**src/rtl/ctrl_pkg.sv**
```systemverilog
`default_nettype none
// ============================================================================
//  Module      : ctrl_pkg
//  Description : Shared encodings for the multi-cycle RV32I control unit:
//                FSM state codes, ALU control codes, opcodes and the
//                datapath mux / immediate-format select values.
//  Revision    : 1.0 - initial release
// ============================================================================
package ctrl_pkg;

    // FSM state codes (4-bit)
    typedef logic [3:0] state_t;

    localparam state_t C_S_FETCH     = 4'd0;
    localparam state_t C_S_DECODE    = 4'd1;
    localparam state_t C_S_MEM_ADR   = 4'd2;
    localparam state_t C_S_MEM_READ  = 4'd3;
    localparam state_t C_S_MEM_WB    = 4'd4;
    localparam state_t C_S_MEM_WRITE = 4'd5;
    localparam state_t C_S_EXEC_R    = 4'd6;
    localparam state_t C_S_EXEC_I    = 4'd7;
    localparam state_t C_S_ALU_WB    = 4'd8;
    localparam state_t C_S_BRANCH    = 4'd9;
    localparam state_t C_S_JAL       = 4'd10;
    localparam state_t C_S_LUI       = 4'd11;
    localparam state_t C_S_TRAP      = 4'd12;

    // ALU control codes
    localparam logic [3:0] C_ALU_ADD = 4'b0000;
    localparam logic [3:0] C_ALU_SUB = 4'b0001;
    localparam logic [3:0] C_ALU_AND = 4'b0010;
    localparam logic [3:0] C_ALU_OR  = 4'b0011;
    localparam logic [3:0] C_ALU_XOR = 4'b0100;
    localparam logic [3:0] C_ALU_SLL = 4'b0101;
    localparam logic [3:0] C_ALU_SRL = 4'b0110;

    // Opcodes of the supported subset
    localparam logic [6:0] C_OP_LOAD   = 7'b0000011;
    localparam logic [6:0] C_OP_STORE  = 7'b0100011;
    localparam logic [6:0] C_OP_RTYPE  = 7'b0110011;
    localparam logic [6:0] C_OP_ITYPE  = 7'b0010011;
    localparam logic [6:0] C_OP_BRANCH = 7'b1100011;
    localparam logic [6:0] C_OP_JAL    = 7'b1101111;
    localparam logic [6:0] C_OP_LUI    = 7'b0110111;

    // ALU operand A select
    localparam logic [1:0] C_A_PC    = 2'b00;
    localparam logic [1:0] C_A_OLDPC = 2'b01;
    localparam logic [1:0] C_A_RS1   = 2'b10;
    localparam logic [1:0] C_A_ZERO  = 2'b11;

    // ALU operand B select
    localparam logic [1:0] C_B_RS2  = 2'b00;
    localparam logic [1:0] C_B_IMM  = 2'b01;
    localparam logic [1:0] C_B_FOUR = 2'b10;

    // Result bus select
    localparam logic [1:0] C_RES_ALUOUT = 2'b00;
    localparam logic [1:0] C_RES_DATA   = 2'b01;
    localparam logic [1:0] C_RES_ALU    = 2'b10;

    // Immediate format select
    localparam logic [2:0] C_IMM_I = 3'b000;
    localparam logic [2:0] C_IMM_S = 3'b001;
    localparam logic [2:0] C_IMM_B = 3'b010;
    localparam logic [2:0] C_IMM_J = 3'b011;
    localparam logic [2:0] C_IMM_U = 3'b100;

endpackage
`default_nettype wire

```
**src/rtl/multicycle_ctrl_alu_decoder.sv**
```systemverilog
`default_nettype none
// ============================================================================
//  Module      : alu_decoder
//  Description : Combinational funct decode for R-type and I-type ALU ops.
//                Produces the ALU control code and whether the funct
//                combination belongs to the supported subset.
//  Revision    : 1.0 - initial release
// ============================================================================
module alu_decoder
    import ctrl_pkg::*;
(
    input  logic       is_rtype,
    input  logic [2:0] funct3,
    input  logic       funct7_5,
    output logic [3:0] alu_ctrl,
    output logic       legal
);

    // Map funct fields to an ALU operation; instr[30] selects sub only for
    // R-type and must be clear for shifts (no sra/srai support).
    always_comb begin
        alu_ctrl = C_ALU_ADD;
        legal    = 1'b0;
        case (funct3)
            3'b000: begin
                legal    = 1'b1;
                alu_ctrl = (is_rtype && funct7_5) ? C_ALU_SUB : C_ALU_ADD;
            end
            3'b111: begin
                legal    = 1'b1;
                alu_ctrl = C_ALU_AND;
            end
            3'b110: begin
                legal    = 1'b1;
                alu_ctrl = C_ALU_OR;
            end
            3'b100: begin
                legal    = 1'b1;
                alu_ctrl = C_ALU_XOR;
            end
            3'b001: begin
                legal    = ~funct7_5;
                alu_ctrl = C_ALU_SLL;
            end
            3'b101: begin
                legal    = ~funct7_5;
                alu_ctrl = C_ALU_SRL;
            end
            default: begin
                legal    = 1'b0;
                alu_ctrl = C_ALU_ADD;
            end
        endcase
    end

endmodule
`default_nettype wire

```
**src/rtl/multicycle_ctrl.sv**
```systemverilog
`default_nettype none
// ============================================================================
//  Module      : multicycle_ctrl
//  Description : Moore-FSM control unit for a multi-cycle RV32I datapath.
//                Decodes the instruction register fields and drives mux
//                selects, register-file / memory strobes and the ALU code.
//                Unsupported encodings park the FSM in a sticky TRAP state.
//  Revision    : 1.0 - initial release
// ============================================================================
module multicycle_ctrl
    import ctrl_pkg::*;
(
    input  logic       clk,
    input  logic       rst,
    input  logic [6:0] op,
    input  logic [2:0] funct3,
    input  logic       funct7_5,
    input  logic       zero,
    input  logic       mem_ready,
    output logic       mem_req,
    output logic       mem_write,
    output logic       adr_src,
    output logic       ir_write,
    output logic       pc_update,
    output logic       reg_write,
    output logic [1:0] alu_src_a,
    output logic [1:0] alu_src_b,
    output logic [1:0] result_src,
    output logic [2:0] imm_src,
    output logic [3:0] alu_ctrl,
    output logic       illegal_instr
);

    state_t     r_state;
    state_t     w_next;

    logic [3:0] w_dec_alu;
    logic       w_dec_legal;
    logic       w_is_rtype;

    logic       w_mem_req;
    logic       w_mem_write;
    logic       w_ir_write;
    logic       w_pc_update;
    logic       w_reg_write;

    assign w_is_rtype = (op == C_OP_RTYPE);

    alu_decoder u_alu_decoder (
        .is_rtype (w_is_rtype),
        .funct3   (funct3),
        .funct7_5 (funct7_5),
        .alu_ctrl (w_dec_alu),
        .legal    (w_dec_legal)
    );

    // State register; reset returns to FETCH and abandons any memory request
    always_ff @(posedge clk or posedge rst) begin
        if (rst) begin
            r_state <= C_S_FETCH;
        end else begin
            r_state <= w_next;
        end
    end

    // Next-state logic, including legality checks performed in DECODE
    always_comb begin
        w_next = r_state;
        case (r_state)
            C_S_FETCH: begin
                if (mem_ready) begin
                    w_next = C_S_DECODE;
                end
            end
            C_S_DECODE: begin
                case (op)
                    C_OP_LOAD,
                    C_OP_STORE:  w_next = (funct3 == 3'b010) ? C_S_MEM_ADR : C_S_TRAP;
                    C_OP_RTYPE:  w_next = w_dec_legal ? C_S_EXEC_R : C_S_TRAP;
                    C_OP_ITYPE:  w_next = w_dec_legal ? C_S_EXEC_I : C_S_TRAP;
                    C_OP_BRANCH: w_next = (funct3[2:1] == 2'b00) ? C_S_BRANCH : C_S_TRAP;
                    C_OP_JAL:    w_next = C_S_JAL;
                    C_OP_LUI:    w_next = C_S_LUI;
                    default:     w_next = C_S_TRAP;
                endcase
            end
            C_S_MEM_ADR:   w_next = (op == C_OP_LOAD) ? C_S_MEM_READ : C_S_MEM_WRITE;
            C_S_MEM_READ: begin
                if (mem_ready) begin
                    w_next = C_S_MEM_WB;
                end
            end
            C_S_MEM_WB:    w_next = C_S_FETCH;
            C_S_MEM_WRITE: begin
                if (mem_ready) begin
                    w_next = C_S_FETCH;
                end
            end
            C_S_EXEC_R:    w_next = C_S_ALU_WB;
            C_S_EXEC_I:    w_next = C_S_ALU_WB;
            C_S_ALU_WB:    w_next = C_S_FETCH;
            C_S_BRANCH:    w_next = C_S_FETCH;
            C_S_JAL:       w_next = C_S_ALU_WB;
            C_S_LUI:       w_next = C_S_ALU_WB;
            C_S_TRAP:      w_next = C_S_TRAP;
            default:       w_next = C_S_FETCH;
        endcase
    end

    // Moore output decode; only FETCH/BRANCH look at mem_ready/zero
    always_comb begin
        w_mem_req     = 1'b0;
        w_mem_write   = 1'b0;
        adr_src       = 1'b0;
        w_ir_write    = 1'b0;
        w_pc_update   = 1'b0;
        w_reg_write   = 1'b0;
        alu_src_a     = C_A_PC;
        alu_src_b     = C_B_RS2;
        result_src    = C_RES_ALUOUT;
        alu_ctrl      = C_ALU_ADD;
        illegal_instr = 1'b0;
        case (r_state)
            C_S_FETCH: begin
                w_mem_req   = 1'b1;
                alu_src_a   = C_A_PC;
                alu_src_b   = C_B_FOUR;
                result_src  = C_RES_ALU;
                w_ir_write  = mem_ready;
                w_pc_update = mem_ready;
            end
            C_S_DECODE: begin
                alu_src_a = C_A_OLDPC;
                alu_src_b = C_B_IMM;
            end
            C_S_MEM_ADR: begin
                alu_src_a = C_A_RS1;
                alu_src_b = C_B_IMM;
            end
            C_S_MEM_READ: begin
                w_mem_req = 1'b1;
                adr_src   = 1'b1;
            end
            C_S_MEM_WB: begin
                result_src  = C_RES_DATA;
                w_reg_write = 1'b1;
            end
            C_S_MEM_WRITE: begin
                w_mem_req   = 1'b1;
                w_mem_write = 1'b1;
                adr_src     = 1'b1;
            end
            C_S_EXEC_R: begin
                alu_src_a = C_A_RS1;
                alu_src_b = C_B_RS2;
                alu_ctrl  = w_dec_alu;
            end
            C_S_EXEC_I: begin
                alu_src_a = C_A_RS1;
                alu_src_b = C_B_IMM;
                alu_ctrl  = w_dec_alu;
            end
            C_S_ALU_WB: begin
                result_src  = C_RES_ALUOUT;
                w_reg_write = 1'b1;
            end
            C_S_BRANCH: begin
                alu_src_a   = C_A_RS1;
                alu_src_b   = C_B_RS2;
                alu_ctrl    = C_ALU_SUB;
                result_src  = C_RES_ALUOUT;
                w_pc_update = funct3[0] ? ~zero : zero;
            end
            C_S_JAL: begin
                alu_src_a   = C_A_OLDPC;
                alu_src_b   = C_B_FOUR;
                result_src  = C_RES_ALUOUT;
                w_pc_update = 1'b1;
            end
            C_S_LUI: begin
                alu_src_a = C_A_ZERO;
                alu_src_b = C_B_IMM;
            end
            C_S_TRAP: begin
                illegal_instr = 1'b1;
            end
            default: begin
                illegal_instr = 1'b0;
            end
        endcase
    end

    // Strobes are suppressed for the whole time rst is asserted
    assign mem_req   = w_mem_req   & ~rst;
    assign mem_write = w_mem_write & ~rst;
    assign ir_write  = w_ir_write  & ~rst;
    assign pc_update = w_pc_update & ~rst;
    assign reg_write = w_reg_write & ~rst;

    // Immediate format follows the opcode directly
    always_comb begin
        case (op)
            C_OP_STORE:  imm_src = C_IMM_S;
            C_OP_BRANCH: imm_src = C_IMM_B;
            C_OP_JAL:    imm_src = C_IMM_J;
            C_OP_LUI:    imm_src = C_IMM_U;
            default:     imm_src = C_IMM_I;
        endcase
    end

endmodule
`default_nettype wire

```
**config.mk**
```make
export PLATFORM = sky130hd
export DESIGN_NAME = multicycle_ctrl
export DESIGN_NICKNAME = d
export VERILOG_FILES = /design/src/rtl/ctrl_pkg.sv /design/src/rtl/multicycle_ctrl_alu_decoder.sv /design/src/rtl/multicycle_ctrl.sv
export SDC_FILE = /design/constraint.sdc
export NUM_CORES = 1
export LEC_CHECK = 0
export CORE_MARGIN = 1.5
export CORE_UTILIZATION = 42
export DETAILED_ROUTE_END_ITERATION = 12
export HOLD_SLACK_MARGIN = 0.03
export PLACE_DENSITY = 0.8
export SLEW_MARGIN = 40
export SYNTH_ARGS = -nofsm -noshare
export SYNTH_HDL_FRONTEND = slang
export SYNTH_SLANG_ARGS = --single-unit
export TNS_END_PERCENT = 1
```
**constraint.sdc**
```tcl
create_clock -name clk -period 1.5 [get_ports clk]
set_input_delay 0.225 -clock clk [delete_from_list [all_inputs] [get_ports clk]]
set_output_delay 0.225 -clock clk [all_outputs]
set_load 0.05 [all_outputs]
```
==> results.yml, run 1 <==
run_status:
  status: "did not finish"
  last_stage_reached: "4_1_cts"
  error_message: "[ERROR DPL-0038] Utilization greater than 100%, impossible to legalize"
clocking:
  cts_made_buffers: 3
  post_cts_hold_buffer_count: 0
  clk_root_buffer_cell: "clkbuf_4"
  total_clock_sinks: 4
  cts.path.max_buffers: 2
  cts.repair.resized: 43
  number_of_levels_in_the_clock_h_tree: 1
  post-cts-setup-buffers: 2
logic_synthesis:
  yosysWarnings: 0
  netlist_top_cells_count: "nor2_1, a21oi_1, nand2b_1, nor3_1"
  synth_area_um2: 798
  synth_xor_xnor_area_share_pct: 3.29
  synth-main-ff-cell: "dfrtp_1"
  yosysUniqueCellTypes: 45
  synth_most_common_cell: "nor2_1"
  synth-compound-area-share_pct: 27.0
  post_synth_fa_ha_maj_area_fraction_pct: 0
  yosys.area_share.simple_pct: 41.5
  postSynth.asyncResetShare_pct: 100
  synth_top_area_cell: "dfrtp_1"
  synth_cells: 118
  postSynthRegisterBits: 4
  synthMuxAreaShare_pct: 5.33
  syn_avg_cell_area_um2: 6.76
  number_of_enable_flip_flop_cells_after_synthesis: 0
  synth_seq_area_share_pct: 12.5
  synth_nets: 133
  synthTopCellsByArea: "dfrtp_1, nand2b_1, nor2_1"
  synth_top_family_by_area: "simple AND/OR/NAND/NOR gates"
  yosysTopAreaCellShare_pct: 12.5
placed_design:
  placedCellCount: 199
  port_buffer_count: 33
  gp_congestion: 0.972
  detailed_place_hpwl_mm: 3.31
  placed_cell_area_um2: 1660
floorplanning:
  floorplan.initialDensity_pct: 45.2
  fp.dieW_um: 46.6
  design.portCount: 35
  site_rows: 15
  die_h_um: 46.6
==> metrics by stage <==
step / setup WS [ps] / hold slack, ps / TNS (ps)
after detailed placement: -599 / 703 / -4950
after global placement: -376 / 677 / -2980
after floorplan: -451 / -0.219 / -4580
==> cell families after synthesis <==
kind of cell,count (synthesis)
AO/OA/AOI/OAI,32
XOR/XNOR,3
AND/OR/NAND/NOR,60
other,1
flip-flops,4
multiplexers,4
buffers and inverters,14
==> run 2, diff against run 1 <==
--- a/config.mk
+++ b/config.mk
@@ -5,11 +5,10 @@
 export SDC_FILE = /design/constraint.sdc
 export NUM_CORES = 1
 export LEC_CHECK = 0
-export CORE_MARGIN = 1.5
-export CORE_UTILIZATION = 42
+export CORE_AREA = 2 2 63 65
 export DETAILED_ROUTE_END_ITERATION = 12
-export HOLD_SLACK_MARGIN = 0.03
-export PLACE_DENSITY = 0.8
+export DIE_AREA = 0 0 65 67
+export PLACE_DENSITY_LB_ADDON = 0.15
 export SLEW_MARGIN = 40
 export SYNTH_ARGS = -nofsm -noshare
 export SYNTH_HDL_FRONTEND = slang
==> results.yml, run 2 <==
placed_design:
  port_buffer_count: 33
  detailed_place_hpwl_mm: 2.43
  gp_congestion: 0.820
  pre_cts_ws_ps: -443
timing:
  rsz0062_at_grt: "true"
  finalSetupViolCount: 17
  timing_hold_violations_final: 0
  finClkSkew_ps: 3.96
  clock.fmax_ghz: 0.561
  setup_ws_ps: -282
  slew_violations: 0
  timing.final.crit_share_pct: 119
  final_period_minus_worst_setup_slack_ps: 1780
logic_synthesis:
  synth-main-ff-cell: "dfrtp_1"
  yosysUniqueCellTypes: 45
  number_of_enable_flip_flop_cells_after_synthesis: 0
  synth-compound-area-share_pct: 27.0
  synth_most_common_cell: "nor2_1"
  synth_nets: 133
  synthMuxAreaShare_pct: 5.33
  yosysWarnings: 0
  netlist_top_cells_count: "nor2_1, a21oi_1, nand2b_1, nor3_1"
  synth_area_um2: 798
  postSynthRegisterBits: 4
  yosysTopAreaCellShare_pct: 12.5
  synth_cells: 118
  synth_xor_xnor_area_share_pct: 3.29
  synth_seq_area_share_pct: 12.5
  post_synth_fa_ha_maj_area_fraction_pct: 0
  synthTopCellsByArea: "dfrtp_1, nand2b_1, nor2_1"
  synth_top_family_by_area: "simple AND/OR/NAND/NOR gates"
  syn_avg_cell_area_um2: 6.76
  synth_top_area_cell: "dfrtp_1"
  postSynth.asyncResetShare_pct: 100
  yosys.area_share.simple_pct: 41.5
floorplanning:
  placeableCoreArea_um2: 3610
  fp.dieW_um: 65
  floorplan.die_area_um2: 4360
  floorplan.initialDensity_pct: 22.1
  design.portCount: 35
  die_h_um: 67
  site_rows: 22
layout:
  reg_top3: "r_state x4"
  diodes: 0
  max_flop_register: "r_state"
  area_of_the_multi_input_gates_um2: 895
  layout_fillers: 347
  drive_above_1_share_pct: 59.8
  regArea_um2: 105
  mostFrequentLayoutCell: "buf_4"
  mostFrequentLayoutCells: "buf_4, buf_12, dlygate4sd2_1"
  area.growth.synth_to_final_pct: 152
  finalNetCount: 206
  largest_register_ffs: 4
routing:
  drt_wl_total_mm: 3.11
  wl_per_cell_um: 13.1
  detail_route.drc_violations: 0
  first_iter_violations: 53
  final_antenna_net_count: 0
  routed_via_density: 4.76
  num_vias: 1129
  drtPass1Iterations: 4
global_routing:
  grt_antenna_before_repair: 0
  grtUsageMet2_pct: 28.7
  pin_count_of_the_biggest_net_entering_global_routing: 10
  top_usage_layer: "met2"
  gr-usage-met1_pct: 18.3
  grt_use_met3_pct: 1.69
  grt-ovfl-total: 0
  vias_in_the_first_global_route: 1161
  grt_first_pass_wirelength_mm: 5.23
  grt.total_usage_pct: 15.3
clocking:
  clk-insertion-delay-late_ps: 220
  total_clock_sinks: 4
  clock_transition_at_path_regs_ps: 40
  clk_root_buffer_cell: "clkbuf_8"
  cts.path.max_buffers: 2
  tritoncts: "done"
  post_cts_hold_buffer_count: 0
  number_of_levels_in_the_clock_h_tree: 1
  cts_made_buffers: 3
pwr:
  power_frac_comb_pct: 84.5
  cellLeakagePower_nw: 0.790
  share_seq_of_total_power_pct: 7.4
  irDropWorstVdd_uv: 660
  clock_power_share_pct: 8.1
  design_internal_power_mw: 1.56
  power.switching_fraction_pct: 46.1
  power.switching_mw: 1.33
  p_total_mw: 2.89
  p_per_area_nw_per_um2: 1440
setup_path:
  arrival_ps: 1560
  reg2reg_setup_slack_ps: 60
  worstReg2RegStart: "r_state[0]"
  sort_of_element_at_the_start_of_the_critical_path: "flop"
  critical_path.reg2reg.endpoint: "r_state[3]"
  maximum_fanout_along_the_worst_path: 6
  cp.required_ps: 1270
  worst-setup-path-type: "reg -> out"
  reg2reg_depth: 5
  endpoint_kind: "output port"
run_status:
  violated_checks: "negative setup slack"
  status: "finished with violations"
job:
  max_cap_violations: 0
hold_path:
  worstHoldPathType: "in -> async"
==> run 2: logic make-up after synthesis <==
logic type,after synthesis
flip-flops,4
XOR/XNOR,3
buffers and inverters,14
other,1
AO/OA/AOI/OAI,32
AND/OR/NAND/NOR,60
multiplexers,4
==> run 2: worst max-delay path: stages (launching register included) <==
cell,delay [ps]
dfrtp_2,440
buf_4,150
xor2_1,130
mux2_2,290
nor3_4,160
buf_12,160
==> run 2: per-layer routing <==
metal	share of wire [%]	vias to the layer above	wire, um
met5	0	-	0
met4	0	0	0
met3	3.1	0	96
met2	55	23	1710
met1	42	531	1300
li1	-	575	-
==> run 2: power by group through the flow <==
stage               Sequential (mW)  Combinational (mW)  Clock [mW]
floorplan                     0.156                1.20           0
global placement              0.203                2.15           0
detailed placement            0.203                2.17           0
CTS                           0.210                2.32       0.239
global route                  0.222                2.57       0.251
finish                        0.214                2.44       0.233
==> run 2: how the worst max path moves through the flow <==
stage	from	slack (ps)	end
global placement	op[3]	-380	alu_ctrl[0]
finish	r_state[0]	-280	mem_req
CTS	mem_ready	-300	pc_update
global route	r_state[0]	-350	mem_req
detailed placement	op[3]	-440	alu_ctrl[0]
floorplan	r_state[3]	-450	ir_write
==> run 2: cell type report <==
class	instances	area share, %
repair buffers	80	44.9
multi-input cells	100	44.5
flip-flops and latches	4	5.23
well taps	48	2.99
clock buffers	3	2.05
inverters	2	0.373
==> run 2: repair_timing <==
item | CTS | global route
setup buffers | 2 | 1
setup endpoints to repair | 23 | 23
pin swaps | 11 | 4
gates resized for setup | 34 | 19
cloned | 0 | 0
==> run 2: stage by stage <==
step / instances / instance area, um^2 / util [%] / setup TNS [ps] / hold WS [ps]
2_1_floorplan: 118 / 935 / - / -4580 / -0.219
6_report: 237 / 2010 / 55.8 / -2380 / 475
4_1_cts: 236 / 1910 / 52.9 / -3060 / 474
5_1_grt: 237 / 2010 / 55.8 / -3400 / 501
3_3_place_gp: 231 / 1760 / 48.8 / -3120 / 692
3_5_place_dp: 231 / 1760 / 48.8 / -3690 / 701
Note: power is estimated with default switching activity, not from simulation.
==> run 3, diff against run 2 <==
--- a/config.mk
+++ b/config.mk
@@ -5,6 +5,7 @@
 export SDC_FILE = /design/constraint.sdc
 export NUM_CORES = 1
 export LEC_CHECK = 0
+export CAP_MARGIN = 20
 export CORE_AREA = 2 2 63 65
 export DETAILED_ROUTE_END_ITERATION = 12
 export DIE_AREA = 0 0 65 67
==> results of run 3 <==
Final layout, timing and power as in run 2 (identical DEF).
